## config.mk

```make
export PLATFORM = sky130hd
export DESIGN_NAME = seven_seg_scan_ctrl
export DESIGN_NICKNAME = d
export VERILOG_FILES = /design/src/rtl/seven_seg_scan_ctrl.sv
export SDC_FILE = /design/constraint.sdc
export NUM_CORES = 1
export LEC_CHECK = 0
export CAP_MARGIN = 20
export CORE_UTILIZATION = 50
export CTS_BUF_LIST = sky130_fd_sc_hd__clkbuf_8
export CTS_CLUSTER_DIAMETER = 30
export CTS_CLUSTER_SIZE = 30
export DETAILED_ROUTE_END_ITERATION = 10
export MAX_ROUTING_LAYER = met4
export PLACE_DENSITY = 0.72
export SYNTH_ARGS = -nofsm -noshare
export SYNTH_HDL_FRONTEND = slang
export SYNTH_SLANG_ARGS = --single-unit
```

## constraint.sdc

```tcl
create_clock -name clk_i -period 5.2 [get_ports clk_i]
set_input_delay 1.3 -clock clk_i [delete_from_list [all_inputs] [get_ports clk_i]]
set_output_delay 1.3 -clock clk_i [all_outputs]
set_load 0.02 [all_outputs]
```

## src/rtl/seven_seg_scan_ctrl.sv

```systemverilog
// seven_seg_scan_ctrl: time-multiplexed scan controller for a common-anode 7-segment bank
//
// Holds a BCD value, decimal-point flag and blink flag per digit. It walks the digits
// with an all-anodes-off gap between them to stop ghosting, decodes the selected digit
// onto the shared seg/dp bus, and gates blinking digits with one shared blink phase.
// All pin outputs are registered, so the pins lag internal state and slot writes by
// one clock.
//
// Ports:
//   clk_i         system clock, rising edge
//   rst_ni        asynchronous reset, active-low
//   wr_en_i       single-cycle write strobe for a digit slot
//   wr_addr_i     digit index to write; indexes >= NUM_DIGITS are ignored
//   wr_data_i     BCD value; 10..15 blank the digit
//   wr_dp_i       decimal point on for this digit
//   wr_blink_i    digit takes part in blinking
//   blink_rate_i  blink half-period in clk cycles; 0 disables blinking
//   seg_o         segments, active-low, seg_o[6]=A .. seg_o[0]=G
//   dp_o          decimal point, active-low
//   an_o          digit anodes, active-low, at most one low
//   digit_idx_o   index of the digit currently being scanned
module seven_seg_scan_ctrl #(
   parameter int NUM_DIGITS = 4,
   parameter int SCAN_DIV   = 50000,
   parameter int BLANK_CYC  = 16
) (
   input  logic                  clk_i,
   input  logic                  rst_ni,
   input  logic                  wr_en_i,
   input  logic [2:0]            wr_addr_i,
   input  logic [3:0]            wr_data_i,
   input  logic                  wr_dp_i,
   input  logic                  wr_blink_i,
   input  logic [23:0]           blink_rate_i,
   output logic [6:0]            seg_o,
   output logic                  dp_o,
   output logic [NUM_DIGITS-1:0] an_o,
   output logic [2:0]            digit_idx_o
);
   localparam int AW = $clog2(NUM_DIGITS);
   localparam int CW = $clog2(SCAN_DIV > BLANK_CYC ? SCAN_DIV : BLANK_CYC);
   // Lit-segment patterns A..G; 10..15 are all off.
   localparam logic [6:0] LIT [16] = '{7'h7E, 7'h30, 7'h6D, 7'h79, 7'h33, 7'h5B, 7'h5F,
                                       7'h70, 7'h7F, 7'h7B, 7'h00, 7'h00, 7'h00, 7'h00,
                                       7'h00, 7'h00};

   typedef enum logic {BLANK, SHOW} state_t;

   state_t                state_q;
   logic [CW-1:0]         cnt_q;
   logic [AW-1:0]         idx_q;
   logic [3:0]            val_q [NUM_DIGITS];
   logic [NUM_DIGITS-1:0] sdp_q, sbl_q;
   logic [23:0]           bcnt_q;
   logic                  bph_q;
   logic [6:0]            seg_q, seg_d;
   logic                  dp_q, dp_d;
   logic [NUM_DIGITS-1:0] an_q, an_d;
   logic                  last, dark;
   logic [AW-1:0]         wa;

   assign wa = wr_addr_i[AW-1:0];

   always_ff @(posedge clk_i or negedge rst_ni) begin
      if (!rst_ni) begin
         for (int i = 0; i < NUM_DIGITS; i++) val_q[i] <= 4'hF;
         sdp_q <= '0;
         sbl_q <= '0;
      end else if (wr_en_i && 32'(wr_addr_i) < NUM_DIGITS) begin
         val_q[wa] <= wr_data_i;
         sdp_q[wa] <= wr_dp_i;
         sbl_q[wa] <= wr_blink_i;
      end
   end

   // >= rather than == so a rate lowered below the running count wraps next cycle.
   always_ff @(posedge clk_i or negedge rst_ni) begin
      if (!rst_ni) begin
         bcnt_q <= '0;
         bph_q  <= 1'b1;
      end else if (blink_rate_i == '0) begin
         bcnt_q <= '0;
         bph_q  <= 1'b1;
      end else if (bcnt_q >= blink_rate_i - 24'd1) begin
         bcnt_q <= '0;
         bph_q  <= ~bph_q;
      end else begin
         bcnt_q <= bcnt_q + 24'd1;
      end
   end

   // Pin values derived from the current state; registered below for glitch-free pins.
   always_comb begin
      last  = cnt_q == (state_q == SHOW ? CW'(SCAN_DIV - 1) : CW'(BLANK_CYC - 1));
      dark  = state_q == BLANK || (sbl_q[idx_q] && !bph_q);
      an_d  = state_q == SHOW ? ~(NUM_DIGITS'(1) << idx_q) : '1;
      seg_d = dark ? 7'h7F : ~LIT[val_q[idx_q]];
      dp_d  = dark ? 1'b1 : ~sdp_q[idx_q];
   end

   always_ff @(posedge clk_i or negedge rst_ni) begin
      if (!rst_ni) begin
         state_q <= BLANK;
         cnt_q   <= '0;
         idx_q   <= '0;
         seg_q   <= 7'h7F;
         dp_q    <= 1'b1;
         an_q    <= '1;
      end else begin
         seg_q <= seg_d;
         dp_q  <= dp_d;
         an_q  <= an_d;
         cnt_q <= last ? '0 : cnt_q + 1'b1;
         if (last) state_q <= state_q == SHOW ? BLANK : SHOW;
         if (last && state_q == SHOW) idx_q <= idx_q == AW'(NUM_DIGITS - 1) ? '0 : idx_q + 1'b1;
      end
   end

   assign seg_o       = seg_q;
   assign dp_o        = dp_q;
   assign an_o        = an_q;
   assign digit_idx_o = 3'(idx_q);
endmodule
```

==> metrics.log, run 1 <==
[metrics] outcome: finished clean
[metrics] Synth Warn #: 0
[metrics] worst-case headroom to the max-slew limit: between 30% and 40%
[metrics] post-synthesis sequential element count: 80
[metrics] detail-routed net length per standard cell: about 15 µm
[metrics] worst hold path stage count: 1
[metrics] Worst Path Max Fanout: 24
[metrics] starting density of the core: between 50% and 60%
[metrics] leftover overflow at the end of global routing: 0
[metrics] count of final hold-check violations: 0
[metrics] Post-Place Setup Slack: roughly 0.31 ns
[metrics] Clock Tree Root: clkbuf_8
[metrics] full die area: a little under 10,000 µm²
[metrics] sequential element share of the synthesized area: between 40% and 50%
[metrics] post-synthesis async set-or-reset flop share: between 90% and 100%
[metrics] signal arrival time at the worst endpoint: around 4.8 ns
[metrics] via density per instance: about 5.5
[metrics] total number of vias: approximately 3,300
[metrics] fin nets: 560
[metrics] highest clock rate: between 200 and 250 MHz
[metrics] Worst Setup End Kind: flop
[metrics] Primary FF master, synth: dfrtp_1
[metrics] number of top-level pins: 51
[metrics] syn avg cell area: between 10 and 15 µm²
[metrics] power density over cell area: about 280 nW/µm²
[metrics] Worst EP required: around 5.5 ns
[metrics] first-pass iteration count of the detailed router: 4
[metrics] CTS clk-pin slew, worst paths: 0.08 ns
[metrics] Routed Wire Length: 8.98 mm
[metrics] area of the placeable core: between 8000 and 9000 µm²
[metrics] TritonCTS clock tree: done
[metrics] post-CTS setup repair buffer count: 0
[metrics] worst reg2reg path startpoint: bcnt_q[1]$_DFF_PN0_
[metrics] post-synth net total: 511
[metrics] last weighted congestion value of the routability-driven placer: between 0.8 and 0.9
[metrics] height of the die: approximately 100 µm
[metrics] R2R depth: 7
[metrics] min setup slack post-route: roughly 0.68 ns
[metrics] worst reg-to-reg setup slack: around 2.7 ns
[metrics] instance count of the mapped netlist: ~440
[metrics] setup repair after global routing missed its margin: false
[metrics] number of failing setup endpoints in the final timing report: 0
[metrics] Synth Cell Area: about 4700 µm²
[metrics] Overall Global Routing Usage: 20.7%
[metrics] CTS hold repair buffers: 0
[metrics] global-route wire length before repair: 15.5 mm
[metrics] count of pins over their slew limit: 0
[metrics] endpoint with the worst hold slack: cnt_q[0]$_DFF_PN0_
[metrics] final period utilization: 86.9%
[metrics] shortest clock period the worst path allows after layout: about 4.5 ns
[metrics] path category of the worst min-delay check: reg2reg
[metrics] clock sink count: 80
[metrics] number of gates resized after cts: 0
[metrics] end of the worst register-to-register path: bcnt_q[23]$_DFF_PN0_
[metrics] H-Tree Level Count: 3
[metrics] leakage: roughly 0.0023 µW
[metrics] startpoint of the lowest-slack hold path: cnt_q[0]$_DFF_PN0_
[metrics] layout overhead on the synthesized area: 16.2%
[metrics] standard cell area after detailed placement: 5240 µm²
[metrics] antenna-violating nets left: 0
[metrics] antenna violations before repair: 0
[metrics] start-to-end type of the worst setup path: in2reg
[metrics] detailed router's first-iteration violation count: between 100 and 150
[metrics] reported max-cap violation count: 0
[metrics] number of synthesized flops with an enable pin: 0
[metrics] Peak supply drop: ~0.17 mV
[metrics] DP HPWL: about 6.4 mm
[metrics] type of element launching the critical path: input port
[metrics] total CTS buffers: 9
[metrics] worst-case clock skew: ~0.014 ns
[metrics] Skew-Pair Late Insertion Delay: approximately 0.35 ns
[metrics] area of all placed cells without fillers: between 5000 and 6000 µm²
[metrics] vias in the first global route: roughly 3,400
[metrics] sum of negative setup slack: 0 ns
[metrics] Port-buffer cells: 49
[metrics] layout cell share with drive strength beyond 1: between 10% and 20%
[metrics] Synth top area share: between 20% and 30%
[metrics] Horiz. Die Dim: ~100 µm
[metrics] slew of the pin with the lowest slew margin: between 0.9 and 1 ns
[metrics] top cell type by total area after synthesis: dfrtp_1
[metrics] unique cell type count in the Yosys netlist: 50
[metrics] CTS max path bufs: 2
[metrics] row count: 34
[metrics] pin count of the biggest net entering global routing: about 80
[metrics] cell types with the largest area share after synthesis: dfrtp_1, dfstp_2, ha_1
[metrics] DRC violations left: 0
[metrics] diodes inserted: 0
layout by cell type (no fill, tap or decap), types with 4 or more instances in the layout:
cell type        Yosys  layout
a21oi_1              9       9
and3_1              11      11
clkbuf_8             0      10
clkdlybuf4s50_1      0      48
dfrtp_1             51      51
dfstp_2             29      29
ha_1                37      37
inv_1               10      11
mux2_2              26      26
mux2i_1              4       4
mux4_2               6       6
nand2_1             32      32
nand3_1             22      22
nand4_1             10      10
nor2_1              59      59
nor3_1              10      10
nor4_1               4       4
o21ai_0              7       7
xnor2_1             27      27
xor2_1              32      32
area by class of cell:
class / instances / area, µm²
clock inverters: 6 / 60.1
multi-input cells: 335 / 2530
clock buffers: 10 / 138
repair buffers: 51 / 503
flip-flops and latches: 80 / 2040
well taps: 108 / 135
fillers: 746 / 3450
inverters: 10 / 37.5
metrics by stage:
step	hold WS, ns	util [%]	total power [µW]	instances
final	0.465	61.2	1510	600
after CTS	0.471	61.2	1520	600
after detailed placement	0.462	59.0	1070	584
after global placement	0.447	59.0	1060	584
after global routing	0.499	61.2	1590	600
after floorplan	0.425	-	940	438
state kept, by name, indices dropped and copies added (netlist names):
register,flops
sbl_q,4
val_q,16
state_q,1
seg_o,7
dp_o,1
cnt_q,16
an_o,4
bph_q,1
idx_q,2
bcnt_q,24
sdp_q,4
worst max-delay path by stage:
stage	startpoint	end	slack [ns]
final	blink_rate_i[9]	bcnt_q[23]$_DFF_PN0_	0.68
after global routing	blink_rate_i[3]	bcnt_q[17]$_DFF_PN0_	0.31
after CTS	blink_rate_i[9]	bcnt_q[23]$_DFF_PN0_	0.67
after global placement	blink_rate_i[9]	bcnt_q[9]$_DFF_PN0_	0.44
after floorplan	blink_rate_i[11]	bcnt_q[11]$_DFF_PN0_	1.05
after detailed placement	blink_rate_i[9]	bcnt_q[23]$_DFF_PN0_	0.31
per-layer routing:
metal,vias up,share of wire (%),GRT usage (%)
met4,0,2.0,7.81
met1,1563,48,27.5
met5,-,0,-
met3,13,3.8,3.12
li1,1620,-,-
met2,74,46,32.2
cell usage after synthesis (9+ instances only):
library cell	n
and3_1	11
nand3_1	22
mux2_2	26
nand4_1	10
ha_1	37
xor2_1	32
nor2_1	59
nor3_1	10
inv_1	10
nand2_1	32
xnor2_1	27
a21oi_1	9
dfstp_2	29
dfrtp_1	51
logic make-up after synthesis:
kind of cell / after synthesis / share of synthesized area (%)
DFF: 80 / 43.5
and+or+nand+nor: 175 / 19.4
adders and majority gates: 37 / 9.89
xor gates and xnor gates: 59 / 11.0
AOI/OAI and AO/OA: 27 / 3.61
muxes: 36 / 9.99
buffers and inverters: 23 / 2.43
other: 1 / 0.0801
power by group:
group | switching [µW] | internal [µW]
combinational | 146 | 153
sequential | 34.2 | 726
clock | 222 | 232
total | 402 | 1110
critical path, cell delays in order:
cell and delay, ns:
clkdlybuf4s50_1 0.47, or4_4 0.55, or2_1 0.33, or3_4 0.42
nor4_4 0.15, xnor2_1 0.16, ha_1 0.28, a21oi_1 0.16
nand2_1 0.07, a221oi_1 0.24, o21a_1 0.24, nand3_4 0.25
nor2_1 0.19
(Power assumes the default switching activity.)
==> inputs of run 2 (changes only) <==
==> constraint.sdc (replaced) <==
create_clock -name clk_i -period 5.63 [get_ports clk_i]
set_input_delay 1.4075 -clock clk_i [delete_from_list [all_inputs] [get_ports clk_i]]
set_output_delay 1.4075 -clock clk_i [all_outputs]
set_load 0.02 [all_outputs]
==> run 2 against run 1 <==
  * Combinational power fell by 7.4%
  * Clock skew decreased by 0.0033 ns
  * Sequential power fell by 7.8%
  * Die area is the same
==> metrics.log, run 2 (synthesized netlist as in run 1, its figures left out) <==
[metrics] detail-routed net length per standard cell: 14.7 µm
[metrics] signal arrival time at the worst endpoint: between 4 and 5 ns
[metrics] Pwr Total: 1330 µW
[metrics] number of flip-flops under the largest register name: 24
[metrics] Overall Global Routing Usage: 20.5%
[metrics] share of power burned in the clock network: a little over a quarter
[metrics] outcome: finished clean
[metrics] layout cell share with drive strength beyond 1: between 10% and 20%
[metrics] DP HPWL: ~6.4 mm
[metrics] number of gates resized after cts: 0
[metrics] count of final hold-check violations: 0
[metrics] fin nets: 560
[metrics] post-CTS setup repair buffer count: 0
[metrics] switching component of the power: roughly 370 µW
[metrics] Worst Path Max Fanout: 24
[metrics] end of the worst register-to-register path: idx_q[1]$_DFFE_PN0P_
[metrics] R2R depth: 6
[metrics] worst reg2reg path startpoint: cnt_q[9]$_DFF_PN0_
[metrics] CTS max path bufs: 2
[metrics] Worst Setup End Kind: flop
[metrics] Horiz. Die Dim: around 100 µm
[metrics] shortest clock period the worst path allows after layout: approximately 4.6 ns
[metrics] via density per instance: roughly 5.4
[metrics] leftover overflow at the end of global routing: 0
[metrics] path category of the worst min-delay check: reg2reg
[metrics] part of the total power dissipated in combinational logic: 20.8%
[metrics] area of the placeable core: approximately 9000 µm²
[metrics] proportion of power drawn by flip-flops and latches: between 50% and 60%
[metrics] worst-case headroom to the max-slew limit: 36.3%
[metrics] endpoint with the worst hold slack: cnt_q[0]$_DFF_PN0_
[metrics] CTS clk-pin slew, worst paths: around 0.08 ns
[metrics] sum of negative setup slack: 0 ns
[metrics] worst hold path stage count: 1
[metrics] Routed Wire Length: between 8 and 9 mm
[metrics] total CTS buffers: 9
[metrics] wire length on met2: roughly 4.1 mm
[metrics] Peak supply drop: roughly 0.13 mV
[metrics] CTS hold repair buffers: 0
[metrics] Metal-1 WL: 4.33 mm
[metrics] antenna-violating nets left: 0
[metrics] row count: 34
[metrics] H-Tree Level Count: 3
[metrics] multi-input logic area: ~2500 µm²
[metrics] post-layout utilization of the core: 60.8%
[metrics] Port-buffer cells: 49
[metrics] worst reg-to-reg setup slack: between 3 and 4 ns
[metrics] clock sink count: 80
[metrics] final period utilization: ~82%
[metrics] Worst EP required: 5.90 ns
[metrics] starting density of the core: 52.7%
[metrics] type of element launching the critical path: input port
[metrics] Met3 Wirelength: 272 µm
[metrics] layout overhead on the synthesized area: 15.5%
[metrics] setup repair after global routing missed its margin: false
[metrics] detailed router's first-iteration violation count: 124
[metrics] power density over cell area: about 250 nW/µm²
[metrics] leakage: 0.00233 µW
[metrics] Clock Tree Root: clkbuf_8
[metrics] Hold Worst Slack: between 0.4 and 0.5 ns
[metrics] start point of the critical path: blink_rate_i[3]
[metrics] total number of vias: ~3,300
[metrics] Reg with most FFs: bcnt_q
[metrics] number of failing setup endpoints in the final timing report: 0
[metrics] TritonCTS clock tree: done
[metrics] vias in the first global route: roughly 3,300
[metrics] worst-case clock skew: 0.0108 ns
[metrics] Post-Place Setup Slack: ~0.62 ns
[metrics] DRC violations left: 0
[metrics] startpoint of the lowest-slack hold path: cnt_q[0]$_DFF_PN0_
[metrics] last weighted congestion value of the routability-driven placer: approximately 0.82
[metrics] area of all sequential standard cells: roughly 2000 µm²
[metrics] highest-count cells in the layout ignoring fill and taps: nor2_1, dfrtp_1, clkdlybuf4s50_1, ha_1
[metrics] Skew-Pair Late Insertion Delay: ~0.35 ns
[metrics] highest clock rate: 217 MHz
[metrics] first-pass iteration count of the detailed router: 4
[metrics] full die area: a little under 10,000 µm²
[metrics] uppermost signal routing layer after detailed routing: met4
[metrics] internal power summed over all cells: approximately 970 µW
[metrics] height of the die: around 99 µm
[metrics] top flop regs: bcnt_q x24, cnt_q x16, val_q x16
[metrics] count of fill cells added during filler insertion: approximately 740
[metrics] global-route wire length before repair: approximately 15 mm
[metrics] start-to-end type of the worst setup path: in2reg
[metrics] reported max-cap violation count: 0
[metrics] diodes inserted: 0
[metrics] count of pins over their slew limit: 0
[metrics] fraction of power spent switching nets: between 20 and 30%
[metrics] pin count of the biggest net entering global routing: between 80 and 90
[metrics] number of top-level pins: just over 50
[metrics] min setup slack post-route: between 1 and 1.5 ns
[metrics] slew of the pin with the lowest slew margin: ~0.95 ns
[metrics] antenna violations before repair: 0
[metrics] most common cell after layout, fill and taps aside: nor2_1
-- run 2: cell count changes in the layout (fill, tap and decap cells not counted), sizes merged --
| cell | delta |
|---|---|
| clkinv | +2 |
| bufinv | -1 |
| clkbuf | -1 |
-- run 2: routing by layer --
layer	GRT usage, %	vias to the layer above
met2	32.4	55
met5	-	-
met1	27.2	1574
met4	6.89	0
li1	-	1623
met3	3.26	9
-- run 2: worst max-delay path by stage --
stage          slack, ns                    to
6_report            1.02   bcnt_q[2]$_DFF_PN0_
5_1_grt             0.63  bcnt_q[16]$_DFF_PN0_
4_1_cts              1.0   bcnt_q[9]$_DFF_PN0_
3_5_place_dp        0.62   bcnt_q[9]$_DFF_PN0_
3_3_place_gp        0.76   bcnt_q[9]$_DFF_PN0_
2_1_floorplan       1.37  bcnt_q[11]$_DFF_PN0_
-- run 2: power by group through the flow --
stage / clock (µW) / combinational, µW / sequential, µW
3_5_place_dp: 0 / 276 / 712
4_1_cts: 367 / 278 / 701
5_1_grt: 393 / 304 / 710
2_1_floorplan: 0 / 137 / 732
3_3_place_gp: 0 / 268 / 708
6_report: 356 / 277 / 701
-- run 2: cell type report --
| type | count | area share [%] |
|---|---|---|
| multi-input combinational | 335 | 46.8 |
| sequential | 80 | 37.7 |
| timing repair buffer | 51 | 9.30 |
| tap | 108 | 2.50 |
| clock buffer | 9 | 2.29 |
| clock inverter | 7 | 0.740 |
| inverter | 10 | 0.694 |
-- run 2: worst max-delay path: stages --
cell and delay (ns):
clkdlybuf4s50_1 0.45, nor3_1 0.37, nand3_1 0.20, or2_1 0.33
or3_4 0.41, nor4_4 0.15, xnor2_1 0.16, ha_1 0.28
nand4_1 0.11, nor3_1 0.08, a221oi_1 0.27, o21a_1 0.24
nand3_4 0.25, nor2_1 0.18
-- run 2: stage by stage --
step                std cells  cell area, µm²
floorplan                 438            4680
global placement          584            5240
detailed placement        584            5240
CTS                       600            5410
global route              600            5410
finish                    600            5410
